==> config.mk <==
export PLATFORM = sky130hd
export DESIGN_NAME = context_tracker_flat
export DESIGN_NICKNAME = d
export VERILOG_FILES = /design/src/rtl/context_tracker_if.sv /design/src/rtl/context_tracker.sv /design/src/flat_wrapper.sv
export SDC_FILE = /design/constraint.sdc
export NUM_CORES = 1
export LEC_CHECK = 0
export ABC_AREA = 1
export CAP_MARGIN = 20
export CORE_MARGIN = 8
export CORE_UTILIZATION = 52
export DETAILED_ROUTE_END_ITERATION = 16
export MAX_ROUTING_LAYER = met4
export PLACE_DENSITY_LB_ADDON = 0.05
export SYNTH_ARGS = -nofsm -noshare
export SYNTH_HDL_FRONTEND = slang
export SYNTH_SLANG_ARGS = --single-unit
==> constraint.sdc <==
create_clock -name clk -period 1.5 [get_ports clk]
set_input_delay 0.15 -clock clk [delete_from_list [all_inputs] [get_ports clk]]
set_output_delay 0.15 -clock clk [all_outputs]
set_load 0.01 [all_outputs]
==> src/rtl/context_tracker_if.sv <==
// ============================================================================
// Module      : context_tracker_if
// Description : Fetch/decode/exec/commit handshake bundle for context_tracker.
// Revision    : 1.0 - initial release
// ============================================================================
`default_nettype none

interface context_tracker_if #(
    parameter int N_CNTX   = 8,
    parameter int LEN_WORD = 32
);
    logic                init;
    logic                fetch_req;
    logic [LEN_WORD-1:0] fetch_pc;
    logic [N_CNTX-1:0]   fetch_cntx;
    logic                fetch_ack;
    logic                dec_ready;
    logic                dec_pc_known;
    logic                dec_branch;
    logic [LEN_WORD-1:0] dec_next_pc;
    logic [LEN_WORD-1:0] dec_alt_pc;
    logic                ex_jump;
    logic [LEN_WORD-1:0] ex_jump_pc;
    logic                ex_resolve;
    logic [N_CNTX-1:0]   ex_cntx;
    logic                ex_mispredict;
    logic                ret_valid;
    logic [N_CNTX-1:0]   ret_cntx;
    logic                hazard;
    logic [N_CNTX-1:0]   hazard_kill;
    logic [N_CNTX-1:0]   busy;

    // Tracker side
    modport master (
        input  init, fetch_ack, dec_pc_known, dec_branch, dec_next_pc, dec_alt_pc,
               ex_jump, ex_jump_pc, ex_resolve, ex_cntx, ex_mispredict,
               ret_valid, ret_cntx,
        output fetch_req, fetch_pc, fetch_cntx, dec_ready, hazard, hazard_kill, busy
    );

    // Pipeline / environment side
    modport slave (
        output init, fetch_ack, dec_pc_known, dec_branch, dec_next_pc, dec_alt_pc,
               ex_jump, ex_jump_pc, ex_resolve, ex_cntx, ex_mispredict,
               ret_valid, ret_cntx,
        input  fetch_req, fetch_pc, fetch_cntx, dec_ready, hazard, hazard_kill, busy
    );
endinterface

`default_nettype wire

==> src/rtl/context_tracker.sv <==
// ============================================================================
// Module      : context_tracker
// Description : Finite-ring speculative context manager between fetch and exec.
// Revision    : 1.0 - initial release
// ============================================================================
`default_nettype none

module context_tracker #(
    parameter int                  N_CNTX   = 8,
    parameter int                  LEN_WORD = 32,
    parameter logic [LEN_WORD-1:0] RESET_PC = '0
) (
    input  wire logic           clk,
    input  wire logic           rst,
    context_tracker_if.master   bus
);
    localparam logic [N_CNTX-1:0] C_HOT0 = {{(N_CNTX-1){1'b0}}, 1'b1};

    logic [N_CNTX-1:0]   hot_q, hot_d;
    logic [N_CNTX-1:0]   busy_q, busy_d;
    logic [LEN_WORD-1:0] pc_q, pc_d;
    logic                pending_q, pending_d;
    logic                hazard_q, hazard_d;
    logic [N_CNTX-1:0]   hazard_kill_q, hazard_kill_d;
    logic [N_CNTX-1:0]   kill_q [N_CNTX];
    logic [N_CNTX-1:0]   kill_d [N_CNTX];
    logic [LEN_WORD-1:0] alt_q  [N_CNTX];
    logic [LEN_WORD-1:0] alt_d  [N_CNTX];

    logic [N_CNTX-1:0]   w_next;
    logic [N_CNTX-1:0]   w_kill_h;
    logic [LEN_WORD-1:0] w_alt_h;
    logic                w_resolve;
    logic                w_mispredict;
    logic                w_accept;
    logic                w_retire;

    assign w_next       = {hot_q[N_CNTX-2:0], hot_q[N_CNTX-1]};
    assign w_resolve    = bus.ex_resolve & |(bus.ex_cntx & busy_q);
    assign w_mispredict = w_resolve & bus.ex_mispredict;
    assign w_accept     = bus.fetch_ack & (bus.dec_ready | ~bus.dec_branch)
                          & ~w_mispredict & ~bus.ex_jump;
    // A retire cannot release the hot context nor one that is being squashed
    assign w_retire     = bus.ret_valid & ~|(bus.ret_cntx & hot_q)
                          & ~(w_mispredict & |(bus.ret_cntx & w_kill_h));

    always_comb begin
        w_kill_h = '0;
        w_alt_h  = '0;
        for (int c = 0; c < N_CNTX; c++) begin
            w_kill_h = w_kill_h | (kill_q[c] & {N_CNTX{bus.ex_cntx[c]}});
            w_alt_h  = w_alt_h  | (alt_q[c]  & {LEN_WORD{bus.ex_cntx[c]}});
        end
    end

    always_comb begin
        hot_d         = hot_q;
        busy_d        = busy_q;
        pc_d          = pc_q;
        pending_d     = pending_q;
        hazard_d      = 1'b0;
        hazard_kill_d = '0;
        kill_d        = kill_q;
        alt_d         = alt_q;

        if (w_mispredict) begin
            hazard_d      = 1'b1;
            hazard_kill_d = w_kill_h;
            busy_d        = busy_q & ~w_kill_h;
            hot_d         = bus.ex_cntx;
            pc_d          = w_alt_h;
            pending_d     = 1'b1;
            for (int c = 0; c < N_CNTX; c++) begin
                kill_d[c] = bus.ex_cntx[c] ? '0 : (kill_q[c] & ~w_kill_h);
            end
        end else begin
            if (w_resolve) begin
                for (int c = 0; c < N_CNTX; c++) begin
                    if (bus.ex_cntx[c]) kill_d[c] = '0;
                end
            end
            if (bus.ex_jump) begin
                pc_d      = bus.ex_jump_pc;
                pending_d = 1'b1;
            end else if (w_accept) begin
                pc_d      = bus.dec_pc_known ? bus.dec_next_pc : pc_q;
                pending_d = bus.dec_pc_known;
                if (bus.dec_branch) begin
                    hot_d  = w_next;
                    busy_d = busy_q | w_next;
                    for (int c = 0; c < N_CNTX; c++) begin
                        if (hot_q[c]) alt_d[c] = bus.dec_alt_pc;
                        // The new context dies with the hot one and with every ancestor that would kill it
                        if (hot_q[c] || |(kill_d[c] & hot_q)) kill_d[c] = kill_d[c] | w_next;
                    end
                end
            end
        end

        if (w_retire) begin
            busy_d = busy_d & ~bus.ret_cntx;
            for (int c = 0; c < N_CNTX; c++) begin
                kill_d[c] = kill_d[c] & ~bus.ret_cntx;
            end
        end
    end

    always_ff @(posedge clk) begin
        if (rst || bus.init) begin
            hot_q         <= C_HOT0;
            busy_q        <= C_HOT0;
            pc_q          <= RESET_PC;
            pending_q     <= 1'b1;
            hazard_q      <= 1'b0;
            hazard_kill_q <= '0;
            for (int c = 0; c < N_CNTX; c++) begin
                kill_q[c] <= '0;
                alt_q[c]  <= '0;
            end
        end else begin
            hot_q         <= hot_d;
            busy_q        <= busy_d;
            pc_q          <= pc_d;
            pending_q     <= pending_d;
            hazard_q      <= hazard_d;
            hazard_kill_q <= hazard_kill_d;
            kill_q        <= kill_d;
            alt_q         <= alt_d;
        end
    end

    assign bus.fetch_req   = pending_q;
    assign bus.fetch_pc    = pc_q;
    assign bus.fetch_cntx  = hot_q;
    assign bus.dec_ready   = ~|(busy_q & w_next);
    assign bus.hazard      = hazard_q;
    assign bus.hazard_kill = hazard_kill_q;
    assign bus.busy        = busy_q;

endmodule

`default_nettype wire

==> src/flat_wrapper.sv <==
// flat-port wrapper written by rule: the top's interface ports become plain ports
module context_tracker_flat 
#(
    parameter int                  N_CNTX   = 8,
    parameter int                  LEN_WORD = 32,
    parameter logic [LEN_WORD-1:0] RESET_PC = '0
)
  (clk, rst, bus_init, bus_fetch_ack, bus_dec_pc_known, bus_dec_branch, bus_dec_next_pc, bus_dec_alt_pc, bus_ex_jump, bus_ex_jump_pc, bus_ex_resolve, bus_ex_cntx, bus_ex_mispredict, bus_ret_valid, bus_ret_cntx, bus_fetch_req, bus_fetch_pc, bus_fetch_cntx, bus_dec_ready, bus_hazard, bus_hazard_kill, bus_busy);
  context_tracker_if #(.N_CNTX(N_CNTX), .LEN_WORD(LEN_WORD)) bus_i ();
  input  wire logic clk;
  input  wire logic rst;
  input wire logic [$bits(bus_i.init)-1:0] bus_init;
  input wire logic [$bits(bus_i.fetch_ack)-1:0] bus_fetch_ack;
  input wire logic [$bits(bus_i.dec_pc_known)-1:0] bus_dec_pc_known;
  input wire logic [$bits(bus_i.dec_branch)-1:0] bus_dec_branch;
  input wire logic [$bits(bus_i.dec_next_pc)-1:0] bus_dec_next_pc;
  input wire logic [$bits(bus_i.dec_alt_pc)-1:0] bus_dec_alt_pc;
  input wire logic [$bits(bus_i.ex_jump)-1:0] bus_ex_jump;
  input wire logic [$bits(bus_i.ex_jump_pc)-1:0] bus_ex_jump_pc;
  input wire logic [$bits(bus_i.ex_resolve)-1:0] bus_ex_resolve;
  input wire logic [$bits(bus_i.ex_cntx)-1:0] bus_ex_cntx;
  input wire logic [$bits(bus_i.ex_mispredict)-1:0] bus_ex_mispredict;
  input wire logic [$bits(bus_i.ret_valid)-1:0] bus_ret_valid;
  input wire logic [$bits(bus_i.ret_cntx)-1:0] bus_ret_cntx;
  output wire logic [$bits(bus_i.fetch_req)-1:0] bus_fetch_req;
  output wire logic [$bits(bus_i.fetch_pc)-1:0] bus_fetch_pc;
  output wire logic [$bits(bus_i.fetch_cntx)-1:0] bus_fetch_cntx;
  output wire logic [$bits(bus_i.dec_ready)-1:0] bus_dec_ready;
  output wire logic [$bits(bus_i.hazard)-1:0] bus_hazard;
  output wire logic [$bits(bus_i.hazard_kill)-1:0] bus_hazard_kill;
  output wire logic [$bits(bus_i.busy)-1:0] bus_busy;
  assign bus_i.init = bus_init;
  assign bus_i.fetch_ack = bus_fetch_ack;
  assign bus_i.dec_pc_known = bus_dec_pc_known;
  assign bus_i.dec_branch = bus_dec_branch;
  assign bus_i.dec_next_pc = bus_dec_next_pc;
  assign bus_i.dec_alt_pc = bus_dec_alt_pc;
  assign bus_i.ex_jump = bus_ex_jump;
  assign bus_i.ex_jump_pc = bus_ex_jump_pc;
  assign bus_i.ex_resolve = bus_ex_resolve;
  assign bus_i.ex_cntx = bus_ex_cntx;
  assign bus_i.ex_mispredict = bus_ex_mispredict;
  assign bus_i.ret_valid = bus_ret_valid;
  assign bus_i.ret_cntx = bus_ret_cntx;
  assign bus_fetch_req = bus_i.fetch_req;
  assign bus_fetch_pc = bus_i.fetch_pc;
  assign bus_fetch_cntx = bus_i.fetch_cntx;
  assign bus_dec_ready = bus_i.dec_ready;
  assign bus_hazard = bus_i.hazard;
  assign bus_hazard_kill = bus_i.hazard_kill;
  assign bus_busy = bus_i.busy;
  context_tracker #(.N_CNTX(N_CNTX), .LEN_WORD(LEN_WORD), .RESET_PC(RESET_PC)) u_core (.clk(clk), .rst(rst), .bus(bus_i));
endmodule
==> out/results.ini <==
[yosys]
synthFlopType = dfxtp_1
synthArstFlopShare_pct = 0
yosys-top-cells-area = dfxtp_1, nand2_1, nor2_1
syn_nets = 2674
synth_area_um2 = 17300
avgSynthCellArea_um2 = 6.77
synth_top_area_share_pct = 43.8
ys_ff_latch = 378
yosys_warnings = 0
synth_edf_count = 0
yosysTopAreaCell = dfxtp_1
seq_area_frac_synth_pct = 43.8
synth_cell_types = 38
postSynthCellCount = 2552

[timing]
period_share_pct = 150
min_period_ns = 2.26
relSlewSlack_pct = 51.3
rsz0062_at_grt = yes
maxSlewViolCount = 0
tightest_slew_ns = 0.728
hold_viol = 0
setup_ws_ns = -0.757
final-setup-viol-count = 437
finalClockSkew_ns = 0.0219
fmax_mhz = 443

[floorplan]
floorplan.core_area_um2 = 32600
die_h_um = 198
die_area_um2 = 39300
start_util_pct = 53.0
fp.dieW_um = 198
pin_count = 181
num_rows = 66

[clocking]
clockRootBuffer = clkbuf_16
clk_latency_ns = 0.58
cts.reportedPaths.clkPinSlew_ns = 0.07
h-tree-depth = 2
cts_tree = built
numCtsBuffers = 41
cts.path.max_buffers = 3
cts_sinks = 378

[worst_setup_path]
cp_max_fo = 8
crit_type = reg2reg
cpPeakStageDelay_ns = 0.38
crit_chain = nand2_1 -> nand2_1 -> nor2_4 -> nand2_2 -> inv_2 -> nand3_4 -> buf_12 -> buf_6 -> nor3_4 -> buf_6 -> inv_6 -> clkbuf_16 -> nor2_4 -> nor2_1
crit_arrival_ns = 2.71
startpoint_type = flip-flop
endpoint_kind = flip-flop
critical_path_required_ns = 1.95
crit_slowest_cell = dfxtp_4

[status]
outcome = finished, violations left
violations = negative setup slack

[grt]
top_usage_layer = met2
grt_first_pass_wirelength_mm = 113
grt.total_usage_pct = 38.2
first_global_vias = 19400
grt.met2_usage_pct = 55.7
use_met3_pct = 9.83
grtUsageMet1_pct = 49.5
antenna_found_initial = 2
grt_max_degree = 52
overflow = 0

[layout]
multi_input_area_um2 = 10000
area_growth_pct = 53.7
fill_cells = 2097
final_cell_mix = nand2_1, nor2_1, dfxtp_1
regArea_um2 = 7580
final_common_cell = nand2_1
finalNetCount = 3120
drive_gt1_share_pct = 27.6

[routing]
drtAntennaViolNets = 0
drtIter0Drc = 3101
vias = 21900
drc = 0
wirelength_mm = 85.6
first_pass_iters = 8
wl_per_cell_um = 24.6
via_per_inst = 6.31

[place]
post-place-ws_ns = -0.994
port_buffers = 180
dp_hpwl_mm = 48.7
gp_congestion = 1.04

[power_and_ir_drop]
ir_drop_mv = 1.11
leakagePower_uw = 0.0109
power_density_nw_per_um2 = 875
power_uw = 23200

[worst_hold_path]
worstHoldPathType = in2reg

[flow_run]
max_cap_violations = 0

==> stage by stage <==
stage,TNS (ns),hold slack (ns),std cells,util [%],area [µm²]
2_1_floorplan,-60.76,0.285,2552,-,17600
3_3_place_gp,-332.10,0.438,3295,66.5,21700
3_5_place_dp,-331.30,0.442,3295,66.5,21700
4_1_cts,-191.82,0.151,3416,74.6,24300
5_1_grt,-249.40,0.171,3472,81.4,26600
6_report,-221.14,0.150,3472,81.4,26600
==> cell type report <==
type | count | area share, %
Sequential cell | 378 | 28.6
Timing Repair Buffer | 596 | 25.0
Timing Repair inverter | 1 | 0.0330
Antenna cell | 2 | 0.0188
Tap cell | 442 | 2.08
Clock buffer | 59 | 4.61
Inverter | 72 | 1.37
Multi-Input combinational cell | 1908 | 37.7
Clock inverter | 14 | 0.575
==> per-layer routing <==
layer,vias to the layer above,routed length (µm)
met5,-,0
met4,0,5390
met3,482,13700
met2,1965,35300
met1,10100,31200
li1,9353,-
==> synthesized netlist by cell type, drive strengths merged, types with 2 or more instances <==
master / n
a22oi: 7
inv: 61
clkbuf: 100
o31ai: 2
dfxtp: 378
o21ai: 303
nand2: 637
nand3: 177
nand4: 26
a22o: 3
buf: 97
nor3: 9
a311oi: 7
nor2: 534
o22ai: 11
a221oi: 22
a41oi: 10
clkinv: 11
o2111ai: 18
a21oi: 115
a31oi: 20
==> repair_timing <==
action                                  4_1_cts  5_1_grt
gates resized for setup                     188      439
buffers inserted                             33       30
cloned                                       16       32
pin swaps                                    30      100
hold buffers                                  0        0
endpoints found under the setup margin      437      437
==> path summary, 6_finish.rpt <==
path / from / endpoint / slack, ns / depth (start not counted)
min: bus_ex_jump_pc[5] / u_core.bus.fetch_pc[5] / 0.15 / 3
max: u_core.bus.busy[2] / u_core.alt_q[208] / -0.76 / 14
max reg2reg: u_core.bus.busy[2] / u_core.alt_q[208] / -0.76 / 14
min reg2reg: u_core.alt_q[212] / u_core.alt_q[212] / 0.45 / 2
==> critical path: cells and delay by family, from the launching register on <==
family,cells,cell delay [ns]
flops,1,0.38
simple gates,8,0.95
buf+inv,6,0.81
==> logic make-up (layout without fill, tap and decap cells) <==
| logic type | Yosys count | in the layout | synth area share [%] |
|---|---|---|---|
| AND/OR/NAND/NOR | 1384 | 1387 | 32.7 |
| AO/OA/AOI/OAI | 521 | 521 | 16.8 |
| flip-flops | 378 | 378 | 43.8 |
| buffers and inverters | 269 | 742 | 6.68 |
| other | 0 | 2 | 0 |
==> flip-flops by register name (all words and copies together), names as in the netlist <==
name                    flops
u_core.alt_q              256
u_core.kill_q              64
u_core.bus.fetch_pc        32
u_core.bus.busy             8
u_core.bus.fetch_cntx       8
u_core.bus.hazard_kill      8
u_core.bus.fetch_req        1
u_core.bus.hazard           1
==> power by group <==
group / total, µW / internal (µW) / leakage, µW / switching, µW
Combinational: 2580 / 1070 / 0.00719 / 1510
Clock: 10500 / 6050 / 0.000687 / 4450
Sequential: 10200 / 10100 / 0.00305 / 42.5
(Power assumes the default switching activity.)
==> edit (same flow settings) <==
`LEN_WORD` is set to 32 in 3 places; all go to 16.
--- a/src/rtl/context_tracker_if.sv
+++ b/src/rtl/context_tracker_if.sv
@@ -7,7 +7,7 @@
 
 interface context_tracker_if #(
     parameter int N_CNTX   = 8,
-    parameter int LEN_WORD = 32
+    parameter int LEN_WORD = 16
 );
     logic                init;
     logic                fetch_req;
--- a/src/rtl/context_tracker.sv
+++ b/src/rtl/context_tracker.sv
@@ -7,7 +7,7 @@
 
 module context_tracker #(
     parameter int                  N_CNTX   = 8,
-    parameter int                  LEN_WORD = 32,
+    parameter int                  LEN_WORD = 16,
     parameter logic [LEN_WORD-1:0] RESET_PC = '0
 ) (
     input  wire logic           clk,
--- a/src/flat_wrapper.sv
+++ b/src/flat_wrapper.sv
@@ -2,7 +2,7 @@
 module context_tracker_flat 
 #(
     parameter int                  N_CNTX   = 8,
-    parameter int                  LEN_WORD = 32,
+    parameter int                  LEN_WORD = 16,
     parameter logic [LEN_WORD-1:0] RESET_PC = '0
 )
   (clk, rst, bus_init, bus_fetch_ack, bus_dec_pc_known, bus_dec_branch, bus_dec_next_pc, bus_dec_alt_pc, bus_ex_jump, bus_ex_jump_pc, bus_ex_resolve, bus_ex_cntx, bus_ex_mispredict, bus_ret_valid, bus_ret_cntx, bus_fetch_req, bus_fetch_pc, bus_fetch_cntx, bus_dec_ready, bus_hazard, bus_hazard_kill, bus_busy);
Interface: changed (resized bus_dec_alt_pc, bus_dec_next_pc, bus_ex_jump_pc and bus_fetch_pc); port bits go from 181 to 117. No check against the original RTL was run, so the function may have changed too.
==> edit against the original RTL <==
The flow still finishes with violations (negative setup slack). Sequential cell count decreased by 144. Worst setup slack improved by 86 ps. Wire length is 40% lower. Clock power is 32% lower. Synthesized area fell by 34%. Cell area shrank 34%. Die area down 31%. Sequential share of layout area shrank 1.5 points. Total power fell by 35%. Clock skew down 10 ps.
==> edit: results (changes against the original RTL) <==
Parameter                              Value

Run status
  Run status ... finished, violations left (unchanged)
  Violated checks ... negative setup slack (unchanged)

Route
  Wire length per cell after detailed routing ... 21.7 um (was 24.6 um)
  WL met3 ... 7810 um (was 13,700 um)
  Met1 WL ... 19,800 um (was 31,200 um)

Placed design
  Cell total after placement ... 2,284 (was 3,295)
  Placed standard-cell area ... 14,700 um^2 (was 21,700 um^2)
  Worst-case setup slack after placement ... -972 ps (was -994 ps)
  Number of buffers added on ports ... 116 (was 180)

Global routing
  Number of global-route vias before repair ... 12,924 (was 19,393)
  Global-route track usage on met1 ... 47.8% (was 49.5%)
  Maximum number of pins on one net before global-route repair ... 69 (was 52)
  Global-route wire length before repair ... 73,900 um (was 113,000 um)
  GR met2 Demand/Resource ... 52.7% (was 55.7%)

Timing
  Count of final setup violators ... 277 (was 437)
  Post-route worst setup slack ... -671 ps (was -757 ps)
  Setup Skew ... 11.6 ps (was 21.9 ps)

Hold path
  Worst Hold Launch ... bus_dec_next_pc[14] (was bus_ex_jump_pc[5])

Yosys
  Sequential-to-total area share from yosys stat ... 40.9% (was 43.8%)
  Leading cell types by total area after synthesis ... dfxtp_1 41%, nand2_1 18%, nor2_1 11% (was dfxtp_1 44%, nand2_1 14%, nor2_1 12%)
  Avg Cell Area, Syn ... 6.53 um^2 (was 6.77 um^2)
  Most numerous cell types in the synthesized netlist ... 537 x nand2_1, 328 x nor2_1, 234 x dfxtp_1 (was 632 x nand2_1, 531 x nor2_1, 378 x dfxtp_1)
  Synth cell types ... 40 (was 38)
  Summed instance area of the synthesized netlist ... 11,500 um^2 (was 17,300 um^2)
  Syn nets ... 1,828 (was 2,674)

Pwr
  Leakage ... 7.48 nW (was 10.9 nW)

Clock tree
  Insertion delay to the later sink of the worst-skew pair ... 550 ps (was 580 ps)

Critical path
  Worst R2R End ... u_core.kill_q[49] (was u_core.alt_q[208])
  CP arrival ... 2650 ps (was 2710 ps)

Layout
  Flip-flop count of the largest register, all copies and words added ... 128 (was 256)
-- edit: cell types whose count changed in the layout (fill, tap and decap cells not counted), moves of 40 or more --
cell             delta
o21ai_0           -156
dfxtp_1           -143
nor2_1            -114
nand2_1            -91
clkdlybuf4s50_1    -59
nor2_4             -58
buf_4              -40
-- edit: cell families after synthesis --
family,Yosys count,share of synthesized area [%]
AOI/OAI and AO/OA,284,13.7
buffers and inverters,170,6.92
DFF,234,40.9
and+or+nand+nor,1066,38.5
-- edit: what timing repair did --
item                                   in CTS  in global routing
buffers inserted                           29                 18
hold buffers                                0                  0
gates resized for setup                   191                216
pin swaps                                  74                 62
gates cloned                                6                  8
endpoints found under the hold margin       0                  0
setup endpoints to repair                 277                277
-- edit: worst max-delay path by stage --
stage	start	endpoint	slack [ps]	cells past startpoint
2_1_floorplan	u_core.bus.fetch_cntx[0]	u_core.alt_q[118]	-350	12
3_3_place_gp	bus_ex_cntx[2]	u_core.bus.busy[5]	-930	16
3_5_place_dp	bus_ex_cntx[2]	u_core.bus.busy[5]	-970	16
4_1_cts	u_core.bus.busy[2]	u_core.kill_q[49]	-610	16
5_1_grt	u_core.bus.busy[4]	u_core.kill_q[49]	-770	16
6_report	u_core.bus.busy[4]	u_core.kill_q[49]	-670	16
-- edit: layout make-up --
cell class | instances | area [um^2]
fillers | 1546 | 4320
clock inverters | 11 | 195
multi-input cells | 1352 | 6940
repair buffers | 426 | 4220
well taps | 280 | 350
repair inverters | 1 | 5.00
clock buffers | 37 | 752
inverters | 48 | 270
flip-flops and latches | 234 | 4710
